===== src/rtl/quad_sample_scheduler_pkg.sv =====
// Shared types and helpers for the quadrature sample scheduler.
package quad_sched_pkg;

    // Frame sequencer states
    typedef enum logic [1:0] {
        StIdle,
        StSnap,
        StCalc,
        StEmit
    } state_e;

    localparam int unsigned DefNumEnc = 4;
    localparam int unsigned DefCntW   = 32;
    localparam int unsigned DefVelW   = 16;
    localparam int unsigned DefPerW   = 24;

    // Channel index width, never narrower than one bit
    function automatic int unsigned ch_width(input int unsigned n);
        return (n > 1) ? $clog2(n) : 1;
    endfunction

    localparam int unsigned CH_W = ch_width(DefNumEnc);

    // Clamp a sign-extended delta into the signed range of a vel_w-bit field.
    // Callers keep the low vel_w bits of the result.
    function automatic logic signed [63:0] sat_vel(input logic signed [63:0] delta,
                                                   input int unsigned      vel_w);
        logic signed [63:0] hi;
        logic signed [63:0] lo;
        logic signed [63:0] res;
        hi  = (64'sd1 <<< (vel_w - 1)) - 64'sd1;
        lo  = -(64'sd1 <<< (vel_w - 1));
        res = delta;
        if (delta > hi) begin
            res = hi;
        end else if (delta < lo) begin
            res = lo;
        end
        return res;
    endfunction

endpackage


===== src/rtl/quad_sample_scheduler_if.sv =====
// Position/velocity record stream from the scheduler to the host.
interface quad_sample_scheduler_if #(
    parameter int unsigned CH_W  = 2,
    parameter int unsigned CNT_W = 32,
    parameter int unsigned VEL_W = 16
);
    logic             out_valid;
    logic             out_ready;
    logic [CH_W-1:0]  out_channel;
    logic [CNT_W-1:0] out_position;
    logic [VEL_W-1:0] out_velocity;
    logic             out_last;

    modport master (
        output out_valid, out_channel, out_position, out_velocity, out_last,
        input  out_ready
    );

    modport slave (
        input  out_valid, out_channel, out_position, out_velocity, out_last,
        output out_ready
    );
endinterface


===== src/rtl/quad_sample_prescaler.sv =====
// Sample tick generator: one-cycle tick every sample_period+1 cycles while enabled.
module quad_sample_prescaler #(
    parameter int unsigned PER_W = 24
) (
    input  logic             clk,
    input  logic             reset_n,
    input  logic             enable,
    input  logic [PER_W-1:0] sample_period,
    output logic             tick
);
    logic [PER_W-1:0] cnt_q, cnt_d;

    assign tick = enable && (cnt_q == sample_period);

    // Next count: held at 0 when disabled; >= recovers if the period shrinks mid-count
    always_comb begin
        cnt_d = cnt_q;
        if (!enable) begin
            cnt_d = '0;
        end else if (cnt_q >= sample_period) begin
            cnt_d = '0;
        end else begin
            cnt_d = cnt_q + 1'b1;
        end
    end

    // Count register
    always_ff @(posedge clk or negedge reset_n) begin
        if (!reset_n) begin
            cnt_q <= '0;
        end else begin
            cnt_q <= cnt_d;
        end
    end
endmodule


===== src/rtl/quad_sample_scheduler.sv =====
// Periodic snapshot of all encoder counts, then one position/velocity record
// per channel on the output stream, using one shared subtract/saturate path.
module quad_sample_scheduler
    import quad_sched_pkg::*;
#(
    parameter int unsigned NUM_ENC = DefNumEnc,
    parameter int unsigned CNT_W   = DefCntW,   // must not exceed 64
    parameter int unsigned VEL_W   = DefVelW,
    parameter int unsigned PER_W   = DefPerW
) (
    input  logic                     clk,
    input  logic                     reset_n,
    input  logic                     enable,
    input  logic [PER_W-1:0]         sample_period,
    input  logic [NUM_ENC*CNT_W-1:0] enc_count,
    input  logic [NUM_ENC-1:0]       zero_req,
    output logic                     busy,
    output logic [15:0]              overrun_cnt,
    quad_sample_scheduler_if.master  out_if
);
    localparam int unsigned    ChW    = ch_width(NUM_ENC);
    localparam logic [ChW-1:0] LastCh = ChW'(NUM_ENC - 1);

    state_e state_q, state_d;
    logic   tick;
    logic   accept;
    logic   is_last;

    logic [CNT_W-1:0]   snap_q   [NUM_ENC];
    logic [CNT_W-1:0]   prev_q   [NUM_ENC];
    logic [CNT_W-1:0]   offset_q [NUM_ENC];
    logic [NUM_ENC-1:0] zpend_q, zpend_frame_q;
    logic [ChW-1:0]     ch_q;
    logic               first_frame_q;
    logic [15:0]        ovr_q;

    logic [ChW-1:0]     out_ch_q;
    logic [CNT_W-1:0]   pos_q;
    logic [VEL_W-1:0]   vel_q;
    logic               last_q;

    logic [CNT_W-1:0]   cur_snap;
    logic [CNT_W-1:0]   delta;
    logic signed [63:0] delta_ext;
    logic [CNT_W-1:0]   pos_calc;
    logic [VEL_W-1:0]   vel_calc;

    quad_sample_prescaler #(
        .PER_W(PER_W)
    ) u_prescaler (
        .clk          (clk),
        .reset_n      (reset_n),
        .enable       (enable),
        .sample_period(sample_period),
        .tick         (tick)
    );

    assign accept  = (state_q == StEmit) && out_if.out_ready;
    assign is_last = (ch_q == LastCh);

    // Shared datapath for the channel currently selected by ch_q
    assign cur_snap  = snap_q[ch_q];
    assign delta     = cur_snap - prev_q[ch_q];
    assign delta_ext = 64'(signed'(delta));
    assign vel_calc  = first_frame_q ? '0 : VEL_W'(sat_vel(delta_ext, VEL_W));
    assign pos_calc  = zpend_frame_q[ch_q] ? '0 : (cur_snap - offset_q[ch_q]);

    // Next-state logic of the frame sequencer
    always_comb begin
        state_d = state_q;
        unique case (state_q)
            StIdle:  if (tick) state_d = StSnap;
            StSnap:  state_d = StCalc;
            StCalc:  state_d = StEmit;
            StEmit:  if (out_if.out_ready) state_d = is_last ? StIdle : StCalc;
            default: state_d = StIdle;
        endcase
    end

    // Sequencer state register
    always_ff @(posedge clk or negedge reset_n) begin
        if (!reset_n) begin
            state_q <= StIdle;
        end else begin
            state_q <= state_d;
        end
    end

    // Snapshot capture and sticky zero requests; a pulse in the SNAP cycle joins that frame
    always_ff @(posedge clk or negedge reset_n) begin
        if (!reset_n) begin
            for (int i = 0; i < NUM_ENC; i++) snap_q[i] <= '0;
            zpend_q       <= '0;
            zpend_frame_q <= '0;
        end else if (state_q == StSnap) begin
            for (int i = 0; i < NUM_ENC; i++) snap_q[i] <= enc_count[i*CNT_W +: CNT_W];
            zpend_frame_q <= zpend_q | zero_req;
            zpend_q       <= '0;
        end else begin
            zpend_q <= zpend_q | zero_req;
        end
    end

    // Per-channel history and the output record, loaded in CALC
    always_ff @(posedge clk or negedge reset_n) begin
        if (!reset_n) begin
            for (int i = 0; i < NUM_ENC; i++) begin
                prev_q[i]   <= '0;
                offset_q[i] <= '0;
            end
            out_ch_q <= '0;
            pos_q    <= '0;
            vel_q    <= '0;
            last_q   <= 1'b0;
        end else if (state_q == StCalc) begin
            prev_q[ch_q] <= cur_snap;
            if (zpend_frame_q[ch_q]) offset_q[ch_q] <= cur_snap;
            out_ch_q <= ch_q;
            pos_q    <= pos_calc;
            vel_q    <= vel_calc;
            last_q   <= is_last;
        end
    end

    // Channel sequencing; velocity reporting starts once a full frame has gone out
    always_ff @(posedge clk or negedge reset_n) begin
        if (!reset_n) begin
            ch_q          <= '0;
            first_frame_q <= 1'b1;
        end else if (state_q == StSnap) begin
            ch_q <= '0;
        end else if (accept) begin
            if (is_last) begin
                first_frame_q <= 1'b0;
            end else begin
                ch_q <= ch_q + 1'b1;
            end
        end
    end

    // Saturating count of ticks that arrive while a frame is in progress
    always_ff @(posedge clk or negedge reset_n) begin
        if (!reset_n) begin
            ovr_q <= '0;
        end else if (tick && (state_q != StIdle) && (ovr_q != 16'hFFFF)) begin
            ovr_q <= ovr_q + 16'd1;
        end
    end

    assign out_if.out_valid    = (state_q == StEmit);
    assign out_if.out_channel  = out_ch_q;
    assign out_if.out_position = pos_q;
    assign out_if.out_velocity = vel_q;
    assign out_if.out_last     = last_q;
    assign busy                = (state_q != StIdle);
    assign overrun_cnt         = ovr_q;
endmodule


===== src/flat_wrapper.sv =====
// flat-port wrapper written by rule: the top's interface ports become plain ports
module quad_sample_scheduler_flat import quad_sched_pkg::*;
#(
    parameter int unsigned NUM_ENC = DefNumEnc,
    parameter int unsigned CNT_W   = DefCntW,                        
    parameter int unsigned VEL_W   = DefVelW,
    parameter int unsigned PER_W   = DefPerW
)
  (clk, reset_n, enable, sample_period, enc_count, zero_req, busy, overrun_cnt, out_if_out_valid, out_if_out_channel, out_if_out_position, out_if_out_velocity, out_if_out_last, out_if_out_ready);
  quad_sample_scheduler_if #(.CH_W(2), .CNT_W(CNT_W), .VEL_W(VEL_W)) out_if_i ();
  input  logic clk;
  input  logic reset_n;
  input  logic enable;
  input  logic [PER_W-1:0] sample_period;
  input  logic [NUM_ENC*CNT_W-1:0] enc_count;
  input  logic [NUM_ENC-1:0] zero_req;
  output logic busy;
  output logic [15:0] overrun_cnt;
  output wire logic [$bits(out_if_i.out_valid)-1:0] out_if_out_valid;
  output wire logic [$bits(out_if_i.out_channel)-1:0] out_if_out_channel;
  output wire logic [$bits(out_if_i.out_position)-1:0] out_if_out_position;
  output wire logic [$bits(out_if_i.out_velocity)-1:0] out_if_out_velocity;
  output wire logic [$bits(out_if_i.out_last)-1:0] out_if_out_last;
  input wire logic [$bits(out_if_i.out_ready)-1:0] out_if_out_ready;
  assign out_if_out_valid = out_if_i.out_valid;
  assign out_if_out_channel = out_if_i.out_channel;
  assign out_if_out_position = out_if_i.out_position;
  assign out_if_out_velocity = out_if_i.out_velocity;
  assign out_if_out_last = out_if_i.out_last;
  assign out_if_i.out_ready = out_if_out_ready;
  quad_sample_scheduler #(.NUM_ENC(NUM_ENC), .CNT_W(CNT_W), .VEL_W(VEL_W), .PER_W(PER_W)) u_core (.clk(clk), .reset_n(reset_n), .enable(enable), .sample_period(sample_period), .enc_count(enc_count), .zero_req(zero_req), .busy(busy), .overrun_cnt(overrun_cnt), .out_if(out_if_i));
endmodule

===== config.mk =====
export PLATFORM = sky130hd
export DESIGN_NAME = quad_sample_scheduler_flat
export DESIGN_NICKNAME = d
export VERILOG_FILES = /design/src/rtl/quad_sample_scheduler_pkg.sv /design/src/rtl/quad_sample_scheduler_if.sv /design/src/rtl/quad_sample_prescaler.sv /design/src/rtl/quad_sample_scheduler.sv /design/src/flat_wrapper.sv
export SDC_FILE = /design/constraint.sdc
export NUM_CORES = 1
export LEC_CHECK = 0
export ABC_AREA = 1
export BUFFER_PORTS_ARGS = -buffer_cell sky130_fd_sc_hd__buf_2
export CAP_MARGIN = 20
export CELL_PAD_IN_SITES_DETAIL_PLACEMENT = 1
export CELL_PAD_IN_SITES_GLOBAL_PLACEMENT = 2
export CORE_MARGIN = 5
export CORE_UTILIZATION = 32
export DETAILED_ROUTE_END_ITERATION = 16
export PLACE_DENSITY_LB_ADDON = 0.1
export SYNTH_ARGS = -nofsm -noshare
export SYNTH_HDL_FRONTEND = slang
export SYNTH_HIERARCHICAL = 1
export SYNTH_SLANG_ARGS = --single-unit

===== constraint.sdc =====
create_clock -name clk -period 3.5 [get_ports clk]
set_clock_uncertainty 0.05 [all_clocks]
set_input_delay 0.35 -clock clk [delete_from_list [all_inputs] [get_ports clk]]
set_output_delay 0.35 -clock clk [all_outputs]
set_load 0.1 [all_outputs]

==> run metrics, run 1 <==
Post-Route WL=between 100,000 and 150,000 um; Ports=229; WP data arrival=roughly 4.1 ns; Site Rows=~110; Final Hold Fails=0; final core utilization=42.7%; EDFF count, synth=0; core area=81,700 um2; FF/Latch Area=about 12,000 um2; multi-input combinational cell area=12,900 um2; synthesized area=roughly 26,000 um2; Worst path depth=23; critical path class=register to register; CP Buf/Inv Count=4; Startpoint Class=register; #FFs+latches synth=between 400 and 500; Worst-Skew Late Latency=between 0.6 and 0.7 ns; H-Tree Depth=2; status=complete, but fails checks; crit-path cells=buf_12, buf_16, nand2_1, nand3_1, nand2_1, inv_1, ha_1, nand2_1, nor2_1, nand2_1, nor2_1, nand2_2, nand2_1, nand2_1, nand2_1, nand3_1, nor2_1, nand2_1, o21bai_4, buf_12, nand2_1, nand2_1, nand2_1; clk buf depth=3; Synth area leaders=dfrtp_1 (46%), nand2_1 (22%), o21ai_0 (5.9%); Worst-Margin Slew=between 0.8 and 0.9 ns; Synth Instances=between 3,000 and 4,000; period utilization=104%; Initial DRT Pass Iterations=5; Synth warnings=6; CTS Sinks=488; Initial Util=about a third; Final ANT Viol Nets=0; DP Wirelength=about 76,000 um; wire length per cell=19.7 um; GRT Overall Usage=between 20 and 25%; FF-to-FF setup slack=-0.15 ns; Achievable Freq=around 0.27 GHz; Hold Crit Class=primary input to register; Yosys top cell by area=dfrtp_1; Hold Path Depth=4; CTS tree=yes; CP max stage delay=between 0.5 and 0.6 ns; crit-path max FO=21; CTS Root Cell=clkbuf_16; violated checks=negative setup slack; Die Area=around 88,000 um2; synthesized area per cell=7.47 um2; RSZ-0062 raised after global routing=true; fillcell total=between 9,000 and 10,000; Max transition margin=40.9%; Worst Path Required=around 4 ns; register area share after synthesis=46.5%; MaxCap Viol Count=0; largest net degree at the start of global routing=around 130; final worst path period need=~3.7 ns; share of layout cells above drive strength 1=19.7%; most used cell, CP=nand2_1; Async S/R FF share, synth=between 90% and 100%; Nets=approximately 4,300; Vias per Instance=a little under 5; fin. max-slew vios=0; number of remaining DRC errors=0; die span in x=between 200 and 300 um; fin worst setup slack=-0.152 ns; initial antenna violation count=0; synthesis-to-finish area growth=32.9%; Reg clk slew, reported paths=0.06 ns; CP max stage cell=dfrtp_4; CTS buffer count=just under 60; DIE HEIGHT=296 um; R2R depth=23; GRT overflow=0; share of the synthesized area in the top cell type=a little under half; Top delay family on crit path=simple AND/OR/NAND/NOR gates; commonest cells after routing, fill and taps aside=nand2_1 (1,473), dfrtp_1 (486), o21ai_0 (298), inv_1 (263), buf_4 (252); final setup vio count=17; Yosys cell types=55; vias in the first global route=approximately 28,000; first-pass GRT wire length=160,000 um; Post-synth top flop=dfrtp_1; Buffers on Ports=between 200 and 250; CP endpoint kind=register; drt initial violations=approximately 1,200; commonest non-fill, non-tap cell in the layout=nand2_1; Mapped Nets=~3,800; GP Congestion=roughly 0.9; via count=about 26,000
[per-layer routing]
layer / vias up / share of wire, % / track usage (%)
met4: 0 / 2.4 / 6.02
met2: 403 / 49 / 40.0
li1: 12400 / - / -
met5: - / 0 / 0
met1: 12600 / 45 / 30.7
met3: 118 / 3.7 / 3.29
[flip-flops by register name, summed over array words and instances (netlist names)]
signal                      count
u_core/offset_q               128
u_core/prev_q                 128
u_core/snap_q                 128
u_core/out_if.out_position     32
u_core/u_prescaler/cnt_q       24
u_core/out_if.out_velocity     16
u_core/overrun_cnt             16
u_core/zpend_frame_q            4
u_core/zpend_q                  4
u_core/ch_q                     2
u_core/out_if.out_channel       2
u_core/state_q                  2
u_core/first_frame_q            1
u_core/out_if.out_last          1
[kinds of logic after synthesis]
family / count (synthesis) / synth area share (%)
and+or+nand+nor: 1893 / 28.7
AOI/OAI and AO/OA: 564 / 12.4
DFF: 488 / 46.5
buffers and inverters: 437 / 6.47
muxes: 2 / 0.0810
xor gates and xnor gates: 37 / 1.29
adders and majority gates: 94 / 4.54
[cell usage after synthesis, drive strengths merged, types with 2 or more instances]
cell type / n
clkbuf: 131
o21ai: 316
inv: 278
nand3b: 4
a21oi: 138
xor2: 28
o211ai: 2
a31oi: 8
nor3: 13
o221ai: 5
nand4: 14
a32o: 63
a21o: 7
xnor2: 9
nor2: 178
o31ai: 7
and2: 4
clkinv: 2
ha: 92
or2: 4
buf: 26
o22ai: 4
o21a: 2
nand3: 140
nor4: 6
dfrtp: 487
fa: 2
o21bai: 6
nand2: 1529
a21boi: 3
[per-stage QoR]
stage	area [um2]	hold WS (ns)	setup slack, ns	instances	setup TNS (ns)
after global routing	34900	0.156	-0.373	5200	-6.75
final	34900	0.168	-0.152	5201	-2.06
after global placement	30700	0.380	-0.306	4936	-4.75
after detailed placement	30700	0.393	-0.356	4936	-6.07
after CTS	34500	0.123	-0.194	5190	-2.67
after floorplan	26300	0.00441	0.00955	3515	0
[area by class of cell]
cell class                      instances  share of cell area [%]
Antenna cell                            1                 0.00717
Clock buffer                           80                    4.71
Clock inverter                         28                   0.831
Inverter                              280                    3.08
Multi-Input combinational cell       2590                    37.1
Sequential cell                       488                    35.0
Tap cell                             1070                    3.83
Timing Repair Buffer                  663                    15.4
Timing Repair inverter                  1                  0.0179
[tightest hold or removal path: stages]
cell	delay, ns
buf_2	0.12
buf_4	0.20
nand2_1	0.09
nor2_1	0.04
[path summary, 6_finish.rpt]
path                                               from                                         to
max                          u_core/ch_q[0]$_DFFE_PN0P_  u_core/out_if.out_velocity[0]$_DFFE_PN0P_
min                                              enable      u_core/u_prescaler/cnt_q[0]$_DFF_PN0_
max reg2reg                  u_core/ch_q[0]$_DFFE_PN0P_  u_core/out_if.out_velocity[0]$_DFFE_PN0P_
min reg2reg                u_core/snap_q[5]$_DFFE_PN0P_               u_core/snap_q[5]$_DFFE_PN0P_
max in group asynchronous                       reset_n                 u_core/ch_q[0]$_DFFE_PN0P_
min in group asynchronous                       reset_n            u_core/offset_q[97]$_DFFE_PN0P_
[repair_timing]
item                                   4_1_cts  5_1_grt
cloned                                       5        2
setup endpoints to repair                   34       36
hold buffers                               134        0
endpoints found under the hold margin      217        0
gates resized for setup                     82       90
pin swaps                                    5       17
buffers inserted                             7        8
Power of run 1 is not shown: default switching activity piles up to over one toggle a cycle in this logic, so the estimate is an artifact.
==> run 2, diff against run 1 <==
Settings changed: CORE_UTILIZATION 32 to 38.
Clock period 3.5 ns to 4.3 ns, I/O delays scaled along.
==> run metrics, run 2 (same netlist as run 1, synthesis figures left out) <==
status=completed; Site Rows=96; crit-path max FO=36; Max transition margin=29.9%; Worst Path Required=about 4.8 ns; MaxCap Viol Count=0; Hold Crit Class=primary input to register; drt initial violations=approximately 1,500; fin. max-slew vios=0; H-Tree Depth=2; final core utilization=between 40% and 50%; Worst-Margin Slew=about 1.1 ns; die span in x=around 270 um; Die Area=roughly 74,000 um2; share of layout cells above drive strength 1=between 10% and 20%; Reg clk slew, reported paths=around 0.06 ns; via count=24,900; GRT Overall Usage=a little over a quarter; CTS Sinks=approximately 490; Nets=just over 4,000; CTS tree=yes; final worst path period need=slightly above 4 ns; GRT overflow=0; Vias per Instance=between 5 and 6; Final Hold Fails=0; period utilization=between 90% and 100%; DIE HEIGHT=273 um; CTS Root Cell=clkbuf_16; dpl cell area=28,600 um2; Startpoint Class=register; wire length per cell=between 20 and 25 um; CTS buffer count=56; Ports=~230; initial antenna violation count=6; Initial DRT Pass Iterations=5; fillcell total=about 8,500; commonest cells after routing, fill and taps aside=nand2_1 (1,504), dfrtp_1 (486), o21ai_0 (312), inv_1 (271), buf_2 (227); Post-Route WL=99,500 um; Final Cell Area=around 32,000 um2; Achievable Freq=0.248 GHz; setup TNS=0 ns; vias in the first global route=roughly 26,000; clk buf depth=3; Top Registers=u_core/offset_q: 128 flops, u_core/prev_q: 128 flops, u_core/snap_q: 128 flops; Initial Util=between 30% and 40%; Buffers on Ports=between 200 and 250; first-pass GRT wire length=approximately 150,000 um; number of remaining DRC errors=0; critical path class=register to register; CP endpoint kind=register; WP data arrival=between 4 and 5 ns; Post-Place Worst Slack=-0.0103 ns; DP Wirelength=approximately 71,000 um; largest net degree at the start of global routing=between 100 and 150; synthesis-to-finish area growth=21.4%; commonest non-fill, non-tap cell in the layout=nand2_1; core area=just under 70,000 um2; GP Congestion=between 0.8 and 0.9; fin worst setup slack=around 0.26 ns; Worst-Skew Late Latency=roughly 0.63 ns; final setup vio count=0; Final ANT Viol Nets=0
[run 2: cell type report]
cell class / instances / area (um2) / area share, %
clock inverters: 22 / 251 / 0.789
flip-flops and latches: 488 / 12200 / 38.3
multi-input cells: 2590 / 12400 / 39.0
inverters: 280 / 1060 / 3.34
clock buffers: 81 / 1690 / 5.29
diodes: 4 / 10.0 / 0.0314
repair buffers: 417 / 3060 / 9.60
well taps: 931 / 1160 / 3.65
[run 2: path summary, 6_finish.rpt]
| check | end | slack, ns | from | cells after the start |
|---|---|---|---|---|
| setup / recovery | u_core/out_if.out_velocity[3]$_DFFE_PN0P_ | 0.26 | u_core/ch_q[0]$_DFFE_PN0P_ | 22 |
| hold / removal | u_core/snap_q[43]$_DFFE_PN0P_ | 0.02 | enc_count[75] | 3 |
| setup reg to reg | u_core/out_if.out_velocity[3]$_DFFE_PN0P_ | 0.26 | u_core/ch_q[0]$_DFFE_PN0P_ | 22 |
| hold reg to reg | u_core/out_if.out_position[29]$_DFFE_PN0P_ | 0.42 | u_core/out_if.out_position[29]$_DFFE_PN0P_ | 2 |
| max in group asynchronous | u_core/first_frame_q$_DFFE_PN1P_ | 2.63 | reset_n | 3 |
| min in group asynchronous | u_core/offset_q[10]$_DFFE_PN0P_ | 0.43 | reset_n | 2 |
[run 2: per-stage QoR]
stage,hold WS (ns),cells
6_report,0.0235,4813
2_1_floorplan,0.0844,3515
5_1_grt,0.0107,4812
4_1_cts,0.000694,4808
3_3_place_gp,0.405,4583
3_5_place_dp,0.409,4583
[run 2: routing by layer]
metal,track usage [%],share of wire (%)
met4,8.27,3.3
met2,44.7,48
met3,3.49,4.0
met1,35.2,45
met5,0,0.011
[run 2: critical path: stages (launching register included)]
cell	delay (ns)
dfrtp_4	0.53
inv_6	0.20
buf_12	0.25
nand2_1	0.08
nand3_1	0.12
nand2_1	0.19
inv_1	0.21
ha_1	0.36
nand2_1	0.20
inv_1	0.06
nand2_1	0.06
nand2_1	0.07
nand2_1	0.06
nand2_1	0.09
a21oi_2	0.18
nand2_2	0.12
a21oi_4	0.23
xor2_4	0.29
o21bai_4	0.19
buf_12	0.15
nand2_1	0.06
nand2_1	0.06
nand2_1	0.06
[run 2: repair_timing]
| action | CTS | global route |
|---|---|---|
| pin swaps | 0 | 1 |
| hold endpoints to repair | 219 | 0 |
| setup endpoints to repair | 15 | 15 |
| gates cloned | 0 | 0 |
| buffers inserted | 0 | 1 |
| hold buffers | 122 | 0 |
| gates resized for setup | 2 | 15 |
Power of run 2 is left out for the same reason.
